[config.mk]
export PLATFORM = sky130hd
export DESIGN_NAME = bit_serial_alu_seq_flat
export DESIGN_NICKNAME = d
export VERILOG_FILES = /design/src/rtl/bit_serial_alu_seq_if.sv /design/src/rtl/bit_serial_alu_seq.sv /design/src/flat_wrapper.sv
export SDC_FILE = /design/constraint.sdc
export NUM_CORES = 1
export LEC_CHECK = 0
export ABC_CLOCK_PERIOD_IN_PS = 2400
export BUFFER_PORTS_ARGS = -buffer_cell sky130_fd_sc_hd__buf_2
export CORE_MARGIN = 10
export CORE_UTILIZATION = 55
export DETAILED_ROUTE_END_ITERATION = 8
export GPL_ROUTABILITY_DRIVEN = 0
export HOLD_SLACK_MARGIN = 0.05
export PLACE_DENSITY = 0.82
export SKIP_LAST_GASP = 1
export SLEW_MARGIN = 0
export SYNTH_ARGS = -nofsm -noshare
export SYNTH_HDL_FRONTEND = slang
export SYNTH_SLANG_ARGS = --single-unit
[constraint.sdc]
create_clock -name clk -period 2.4 [get_ports clk]
set_clock_uncertainty 0.15 [all_clocks]
set_input_delay 0.48 -clock clk [delete_from_list [all_inputs] [get_ports clk]]
set_output_delay 0.48 -clock clk [all_outputs]
set_load 0.02 [all_outputs]
[src/rtl/bit_serial_alu_seq_if.sv]
// bit_serial_alu_seq_if: request/result and 1-bit ALU slice signals for bit_serial_alu_seq
//   slave  (sequencer): start/op/opa/opb/cin/slice_d/slice_e in; busy/done/result/cout/slice_a/b/c/ctr out
//   master (requester + slice): the reverse
//   ovf present only when BSALU_OVF_EN is defined
interface bit_serial_alu_seq_if #(parameter int WIDTH = 8);
  logic             start;
  logic [1:0]       op;
  logic [WIDTH-1:0] opa;
  logic [WIDTH-1:0] opb;
  logic             cin;
  logic             busy;
  logic             done;
  logic [WIDTH-1:0] result;
  logic             cout;
`ifdef BSALU_OVF_EN
  logic             ovf;
`endif
  logic             slice_a;
  logic             slice_b;
  logic             slice_c;
  logic [1:0]       slice_ctr;
  logic             slice_d;
  logic             slice_e;
  modport slave (
    input  start, op, opa, opb, cin, slice_d, slice_e,
`ifdef BSALU_OVF_EN
    output ovf,
`endif
    output busy, done, result, cout, slice_a, slice_b, slice_c, slice_ctr
  );
  modport master (
    output start, op, opa, opb, cin, slice_d, slice_e,
`ifdef BSALU_OVF_EN
    input  ovf,
`endif
    input  busy, done, result, cout, slice_a, slice_b, slice_c, slice_ctr
  );
endinterface

[src/rtl/bit_serial_alu_seq.sv]
// bit_serial_alu_seq: runs one WIDTH-bit ALU op LSB-first through an external 1-bit ALU slice
//   clk/rst: clock and synchronous active-high reset
//   bus (slave modport): start/op/opa/opb/cin request, busy/done/result/cout status,
//   slice_a/b/c/ctr drive and slice_d/e capture; BSALU_OVF_EN adds the signed-overflow output ovf
module bit_serial_alu_seq #(
  parameter int WIDTH = 8
) (
  input logic                 clk,
  input logic                 rst,
  bit_serial_alu_seq_if.slave bus
);
  localparam int CW = $clog2(WIDTH);
  typedef enum logic [1:0] {IDLE, RUN, DONE} state_t;
  state_t           state_q;
  logic [WIDTH-1:0] opa_q, opb_q, result_q;
  logic [1:0]       op_q;
  logic [CW-1:0]    cnt_q;
  logic             carry_q, cout_q, busy_q, done_q;
  logic             add;
  logic             last;
  assign add  = op_q == 2'b00;
  assign last = cnt_q == CW'(WIDTH - 1);
  // slice is driven only while busy, so it sees all-zero inputs otherwise
  assign bus.slice_a   = busy_q & opa_q[cnt_q];
  assign bus.slice_b   = busy_q & opb_q[cnt_q];
  assign bus.slice_c   = busy_q & add & carry_q;
  assign bus.slice_ctr = busy_q ? op_q : 2'b00;
  assign bus.busy      = busy_q;
  assign bus.done      = done_q;
  assign bus.result    = result_q;
  assign bus.cout      = cout_q;
`ifdef BSALU_OVF_EN
  logic ovf_q;
  assign bus.ovf = ovf_q;
  // carry_q holds the carry into the MSB during the last RUN cycle
  always_ff @(posedge clk)
    if (rst) ovf_q <= 1'b0;
    else if (state_q == IDLE && bus.start) ovf_q <= 1'b0;
    else if (state_q == RUN && last) ovf_q <= add & (carry_q ^ bus.slice_e);
`endif
  always_ff @(posedge clk) begin
    if (rst) begin
      state_q  <= IDLE;
      opa_q    <= '0;
      opb_q    <= '0;
      op_q     <= 2'b00;
      result_q <= '0;
      cnt_q    <= '0;
      carry_q  <= 1'b0;
      cout_q   <= 1'b0;
      busy_q   <= 1'b0;
      done_q   <= 1'b0;
    end else begin
      unique case (state_q)
        IDLE: if (bus.start) begin
          opa_q    <= bus.opa;
          opb_q    <= bus.opb;
          op_q     <= bus.op;
          carry_q  <= bus.cin;
          cnt_q    <= '0;
          result_q <= '0;
          cout_q   <= 1'b0;
          busy_q   <= 1'b1;
          state_q  <= RUN;
        end
        RUN: begin
          result_q[cnt_q] <= bus.slice_d;
          carry_q         <= add & bus.slice_e;
          cnt_q           <= cnt_q + CW'(1);
          if (last) begin
            cout_q  <= add & bus.slice_e;
            busy_q  <= 1'b0;
            done_q  <= 1'b1;
            state_q <= DONE;
          end
        end
        DONE: begin
          done_q  <= 1'b0;
          state_q <= IDLE;
        end
        default: state_q <= IDLE;
      endcase
    end
  end
endmodule
[src/flat_wrapper.sv]
// flat-port wrapper written by rule: the top's interface ports become plain ports
module bit_serial_alu_seq_flat 
#(
  parameter int WIDTH = 8
)
  (clk, rst, bus_start, bus_op, bus_opa, bus_opb, bus_cin, bus_slice_d, bus_slice_e, bus_busy, bus_done, bus_result, bus_cout, bus_slice_a, bus_slice_b, bus_slice_c, bus_slice_ctr);
  bit_serial_alu_seq_if #(.WIDTH(WIDTH)) bus_i ();
  input logic clk;
  input logic rst;
  input wire logic [$bits(bus_i.start)-1:0] bus_start;
  input wire logic [$bits(bus_i.op)-1:0] bus_op;
  input wire logic [$bits(bus_i.opa)-1:0] bus_opa;
  input wire logic [$bits(bus_i.opb)-1:0] bus_opb;
  input wire logic [$bits(bus_i.cin)-1:0] bus_cin;
  input wire logic [$bits(bus_i.slice_d)-1:0] bus_slice_d;
  input wire logic [$bits(bus_i.slice_e)-1:0] bus_slice_e;
  output wire logic [$bits(bus_i.busy)-1:0] bus_busy;
  output wire logic [$bits(bus_i.done)-1:0] bus_done;
  output wire logic [$bits(bus_i.result)-1:0] bus_result;
  output wire logic [$bits(bus_i.cout)-1:0] bus_cout;
  output wire logic [$bits(bus_i.slice_a)-1:0] bus_slice_a;
  output wire logic [$bits(bus_i.slice_b)-1:0] bus_slice_b;
  output wire logic [$bits(bus_i.slice_c)-1:0] bus_slice_c;
  output wire logic [$bits(bus_i.slice_ctr)-1:0] bus_slice_ctr;
  assign bus_i.start = bus_start;
  assign bus_i.op = bus_op;
  assign bus_i.opa = bus_opa;
  assign bus_i.opb = bus_opb;
  assign bus_i.cin = bus_cin;
  assign bus_i.slice_d = bus_slice_d;
  assign bus_i.slice_e = bus_slice_e;
  assign bus_busy = bus_i.busy;
  assign bus_done = bus_i.done;
  assign bus_result = bus_i.result;
  assign bus_cout = bus_i.cout;
  assign bus_slice_a = bus_i.slice_a;
  assign bus_slice_b = bus_i.slice_b;
  assign bus_slice_c = bus_i.slice_c;
  assign bus_slice_ctr = bus_i.slice_ctr;
  bit_serial_alu_seq #(.WIDTH(WIDTH)) u_core (.clk(clk), .rst(rst), .bus(bus_i));
endmodule
# Yosys cells after proc, flatten, opt, wreduce, memory -nomap -nowiden
# Index checks and enable logic that the tools add are counted.
dict set report classes {
  n_bitwise 5
  order_cmp 2
  muxes 25
  add_sub_neg 1
  reduce_logical 10
  n_eq_ne 5
}
# cell n
set op_table {}
lappend op_table {{$pmux 8 s2} 1}
lappend op_table {{$mux 1} 9}
lappend op_table {{$bwmux 8} 1}
lappend op_table {{$mux 8} 1}
lappend op_table {{$pmux 1 s2} 4}
lappend op_table {{$reduce_and 2->1} 4}
lappend op_table {{$bmux 1 s3} 2}
lappend op_table {{$mux 2} 3}
lappend op_table {{$pmux 3 s2} 1}
lappend op_table {{$and 1x1->1} 5}
lappend op_table {{$logic_not 2->1} 2}
lappend op_table {{$lt 3x4->1 const B} 1}
lappend op_table {{$pmux 2 s2} 1}
lappend op_table {{$reduce_bool 2->1} 2}
lappend op_table {{$add 3x1->3 const B} 1}
lappend op_table {{$demux 1 s3} 1}
lappend op_table {{$eq 3x3->1 const B} 1}
lappend op_table {{$ge 3x1->1 const B} 1}
lappend op_table {{$mux 3} 1}
lappend op_table {{$reduce_and 3->1} 1}
lappend op_table {{$eq 2x1->1 const B} 1}
lappend op_table {{$eq 2x2->1 const B} 1}
lappend op_table {{$ne 2x1->1 const B} 1}
lappend op_table {{$ne 2x2->1 const B} 1}
lappend op_table {{$logic_and 1x1->1} 1}
dict set report totals {
  inputBits 24
  register_bits 35
  elab_cells 58
}

# Depth between registers and ports, before layout
dict set report logic_depth {
  ltp_word 6
  depth_mapped 6
  mapped_depth_nobuf 5
}

# Worst setup path after synthesis
# OpenSTA, ideal clock, no wires.
dict set report synth_timing {
  kind {reg-to-output}
  from {reg u_core.cnt_q[0]}
  to {out bus_slice_b}
  path_stages_with_launch 5
  n_path_buf 1
  slack_ns 0.499
  arrival_time_ns 1.271
  cell_sequence {dfxtp_1 buf_6 or3b_2 a21boi_0 o41a_1}
}
dict set report synth_via {
  elab_chain_cells 3
}
# item line
set synth_lines {}
lappend synth_lines {{start, declared} bit_serial_alu_seq.sv:17} ;# logic [CW-1:0] cnt_q;
lappend synth_lines {{start signal, assigned} bit_serial_alu_seq.sv:69} ;# cnt_q <= cnt_q + CW'(1);
lappend synth_lines {{$bmux 1 s3} bit_serial_alu_seq.sv:25} ;# assign bus.slice_b = busy_q & opb_q[cnt_q];
lappend synth_lines {{$mux 1 (implied by the code)} bit_serial_alu_seq.sv:25}
lappend synth_lines {{$and 1x1->1} bit_serial_alu_seq.sv:25}
lappend synth_lines {{end, declared} flat_wrapper.sv:22} ;# output wire logic [$bits(bus_i.slice_b)-1:0] bus_slice_b;
# Every way passes these cells. The select of a mux whose other input is x is not followed.

# Worst setup path after layout
dict set report layout_timing {
  from {reg u_core.cnt_q[1]}
  to {out bus_slice_b}
}
# Same word-level chain as after synthesis.

==> results.md <==
| Item | Reported | Unit |
| --- | --- | --- |
| Final non-filler cell area | 1850 | um^2 |
| Register-to-register setup slack | 630 | ps |
| Primary FF master, synth | sky130_fd_sc_hd__dfxtp_1 | - |
| Peak fanout along the critical path | 11 | - |
| Reg power frac | 59.7 | % |
| Dominant cells by area after synthesis | sky130_fd_sc_hd__dfxtp_1, sky130_fd_sc_hd__a21oi_1, sky130_fd_sc_hd__nand2_1 | - |
| Antenna Nets Post-Route | 0 | - |
| CP required | 1770 | ps |
| Area enclosed by the die boundary | 5570 | um^2 |
| Final Slew Violations | 0 | - |
| Slew Limit Headroom | 58.2 | % |
| Simple-gate area share of the yosys netlist | 26.0 | % |
| Yosys warning count | 0 | - |
| Multi-input combinational cell area | 815 | um^2 |
| Dominant combinational cell family by area after synthesis | simple AND/OR/NAND/NOR gates | - |
| Tot Pwr | 1.05 | mW |
| Sw frac | 27.1 | % |
| NumNets Final | 255 | - |
| Floorplan core area | 2810 | um^2 |
| Unrepaired setup endpoints after global routing | true | - |
| Path type of the worst setup path | flop to output pin | - |
| 1st-iter DRT viols | 84 | - |
| Worst reg2reg path depth | 4 | - |
| Final setup fails | 0 | - |
| Initial standard-cell utilization of the core | 58.5 | % |
| CTS Sinks | 35 | - |
| Utilization after layout | 66.1 | % |
| Average via count per standard cell | 5.64 | - |
| Detailed Route WL | 3630 | um |
| Outcome | finished clean | - |
| Fraction of final layout cells with drive strength greater than 1 | 25.6 | % |
| Yosys cell types | 35 | - |
| TritonCTS clock tree | yes | - |
| Crit path time final | 2330 | ps |
| Vias in the first global route | 1,350 | - |
| Worst hold path class | input port to flop | - |
| Logic gate share of total power | 13.1 | % |
| Reg2Reg Capture Point | u_core.cnt_q[0]$_SDFFE_PP0P_ | - |
| Mux share of post-synthesis cell area | 3.35 | % |
| Static leakage power | 0.747 | nW |
| DRC violations left | 0 | - |
| Total iterations of the first detailed-routing run | 4 | - |
| Setup ws final | 74.6 | ps |
| Post-Place Setup Slack | 290 | ps |
| Global-route wire length before repair | 6150 | um |
| Global route overflow | 0 | - |
| Setup bufs post-CTS | 0 | - |
| Synthesized netlist net count | 219 | - |
| Antenna violations before repair | 0 | - |
| Max Freq | 430 | MHz |
| Post-synthesis average cell area | 8.55 | um^2 |
| Clock network latency to the later pin of the worst-skew pair | 340 | ps |
| Clock Pin Slew Worst Setup and Hold Paths | 100 | ps |
| Pin slew with the least headroom to its limit | 627 | ps |
| Post-synthesis sequential element count | 35 | - |
| Synthesis-to-layout area growth | 13.0 | % |
| DIE WIDTH | 74.6 | um |
| Clk buf depth | 2 | - |
| Number of instances in the synthesized netlist | 192 | - |
| HPWL reported at the end of detailed placement | 2580 | um |
| Number of top-level pins | 40 | - |
| Average routed wire per standard cell | 14.1 | um |
| Kind of start point of the critical path | flop | - |
| Placement-stage cell area | 1810 | um^2 |
| Register area share after synthesis | 42.7 | % |
| Synth Cell Area | 1640 | um^2 |
| Category of the worst setup path capture point | output pin | - |
| Hold-critical path endpoint | u_core.opb_q[2]$_SDFFE_PP0P_ | - |
| Vias | 1,456 | - |
| Cell Pwr Density | 569 | nW/um^2 |
| Number of maximum-capacitance violations | 0 | - |
| Worst IR drop on VDD | 428 | uV |
| Net load switching power | 285 | uW |
| Startpoint of the lowest-slack register-to-register path | u_core.state_q[1]$_SDFFE_PP0P_ | - |
| Post-synth EDFFs | 0 | - |
| Share of the synthesized area in compound gates (AO/OA/AOI/OAI) | 18.0 | % |
| Antenna diode count | 0 | - |
| Proportion of netlist area held by the largest area contributor | 42.7 | % |
| Arrival time of data at the critical path endpoint | 1700 | ps |
| Number of H-tree levels | 2 | - |
| Global routing usage summed across all routing layers | 13.9 | % |
| Beginning of the worst hold path | bus_opb[2] | - |
| Async SR Flop Fraction | 0 | % |
| Sequential cell area in the final layout | 704 | um^2 |
| Adder and majority cell fraction of the synthesized area | 2.29 | % |
| PortBufs | 39 | - |
| Relative contribution of the clock network to total power | 27.2 | % |
| Final Hold Fails | 0 | - |
| Overall die height | 74.6 | um |
| CTS hold repair buffers | 0 | - |
| Largest area contributor in the netlist | sky130_fd_sc_hd__dfxtp_1 | - |
| Clock root buffer | sky130_fd_sc_hd__clkbuf_4 | - |
| Num rows | 19 | - |
| WHS Path Cells | 3 | - |
| Internal power of the cells | 769 | uW |
| CTS buffer count | 5 | - |
| Post-synthesis share of cell area spent on xor and xnor gates | 0 | % |
| Largest net degree at the start of global routing | 36 | - |
| Number of filler cells placed in the layout | 251 | - |
| Period utilization | 96.9 | % |
## flip-flops by register name, summed over array words and instances, names as in the netlist
name / cells
u_core.bus.busy: 1
u_core.bus.cout: 1
u_core.bus.done: 1
u_core.bus.result: 8
u_core.carry_q: 1
u_core.cnt_q: 3
u_core.op_q: 2
u_core.opa_q: 8
u_core.opb_q: 8
u_core.state_q: 2
## critical path, stage by stage (launching register included)
cell and delay [ps]:
sky130_fd_sc_hd__dfxtp_1 540, sky130_fd_sc_hd__nand3b_1 160, sky130_fd_sc_hd__a21boi_0 80, sky130_fd_sc_hd__o41a_1 410
sky130_fd_sc_hd__buf_2 160
## area by class of cell
type / count / area share [%]
Multi-Input combinational cell: 138 / 43.9
Sequential cell: 35 / 38.0
Timing Repair Buffer: 46 / 13.4
Clock buffer: 6 / 2.23
Tap cell: 31 / 2.09
Inverter: 2 / 0.405
## power groups by stage
stage | logic [mW] | registers [mW] | clock network, mW
2_1_floorplan | 0.112 | 0.635 | 0
3_3_place_gp | 0.136 | 0.642 | 0
3_5_place_dp | 0.138 | 0.643 | 0
4_1_cts | 0.138 | 0.630 | 0.290
5_1_grt | 0.156 | 0.635 | 0.316
6_report | 0.138 | 0.630 | 0.287
## metal layers
metal / vias to the layer above / share of wire (%) / track usage (%)
met2: 37 / 49 / 23.4
met4: 0 / 1.1 / 4.83
li1: 737 / - / -
met1: 677 / 43 / 15.5
met5: - / 0 / 0
met3: 5 / 6.7 / 5.78
## placed cells by master (no fill, tap or decap), types with 2 or more instances in the layout
cell type	count
sky130_fd_sc_hd__and2_1	2
sky130_fd_sc_hd__or3b_1	2
sky130_fd_sc_hd__buf_4	7
sky130_fd_sc_hd__or4_1	2
sky130_fd_sc_hd__dfxtp_1	34
sky130_fd_sc_hd__nand4_1	2
sky130_fd_sc_hd__a21oi_1	34
sky130_fd_sc_hd__nor2b_1	2
sky130_fd_sc_hd__or3_1	3
sky130_fd_sc_hd__buf_2	39
sky130_fd_sc_hd__nor2_1	4
sky130_fd_sc_hd__clkbuf_4	5
sky130_fd_sc_hd__nand2b_1	4
sky130_fd_sc_hd__o311ai_1	3
sky130_fd_sc_hd__nand2_1	42
sky130_fd_sc_hd__inv_1	2
sky130_fd_sc_hd__ha_1	3
sky130_fd_sc_hd__nand3_1	8
sky130_fd_sc_hd__o211ai_1	3
sky130_fd_sc_hd__nand3b_1	6
sky130_fd_sc_hd__nor3b_1	3
sky130_fd_sc_hd__mux4_2	2
## synth_stat cells, drive strengths merged, types with 3 or more instances
| library cell | instances |
|---|---|
| nand2 | 42 |
| dfxtp | 35 |
| a21oi | 34 |
| buf | 12 |
| nand3 | 8 |
| nand3b | 6 |
| clkbuf | 5 |
| nor2 | 5 |
| nand2b | 4 |
| nor3b | 4 |
| o311ai | 4 |
| ha | 3 |
| o211ai | 3 |
| or3 | 3 |
| or3b | 3 |
## metrics by stage
| stage | instances | TNS [ps] | hold WS (ps) |
|---|---|---|---|
| finish | 258 | 0 | 220 |
| CTS | 258 | 0 | 215 |
| global route | 258 | -7.45 | 209 |
| floorplan | 192 | 0 | 281 |
| global placement | 252 | 0 | 291 |
| detailed placement | 252 | 0 | 300 |
## worst max path at each step
stage,start,endpoint,slack (ps),cells after the start
after floorplan,u_core.cnt_q[0]$_SDFFE_PP0P_,bus_slice_b,500,4
after global placement,u_core.cnt_q[0]$_SDFFE_PP0P_,bus_slice_a,320,4
after detailed placement,u_core.cnt_q[0]$_SDFFE_PP0P_,bus_slice_a,290,4
after CTS,u_core.cnt_q[0]$_SDFFE_PP0P_,bus_slice_a,70,4
after global routing,u_core.cnt_q[1]$_SDFFE_PP0P_,bus_slice_b,-7,4
final,u_core.cnt_q[1]$_SDFFE_PP0P_,bus_slice_b,70,4
## logic make-up (layout without fill, tap and decap cells)
logic type / Yosys count / after routing
and+or+nand+nor: 84 / 84
AOI/OAI and AO/OA: 48 / 48
DFF: 35 / 35
buffers and inverters: 19 / 54
adders and majority gates: 3 / 3
muxes: 3 / 3
## timing repair
action | in CTS | in global routing
gates resized for setup | 1 | 2
setup endpoints to repair | 2 | 2
pin swaps | 0 | 0
Power figures use the tool's default switching activity.
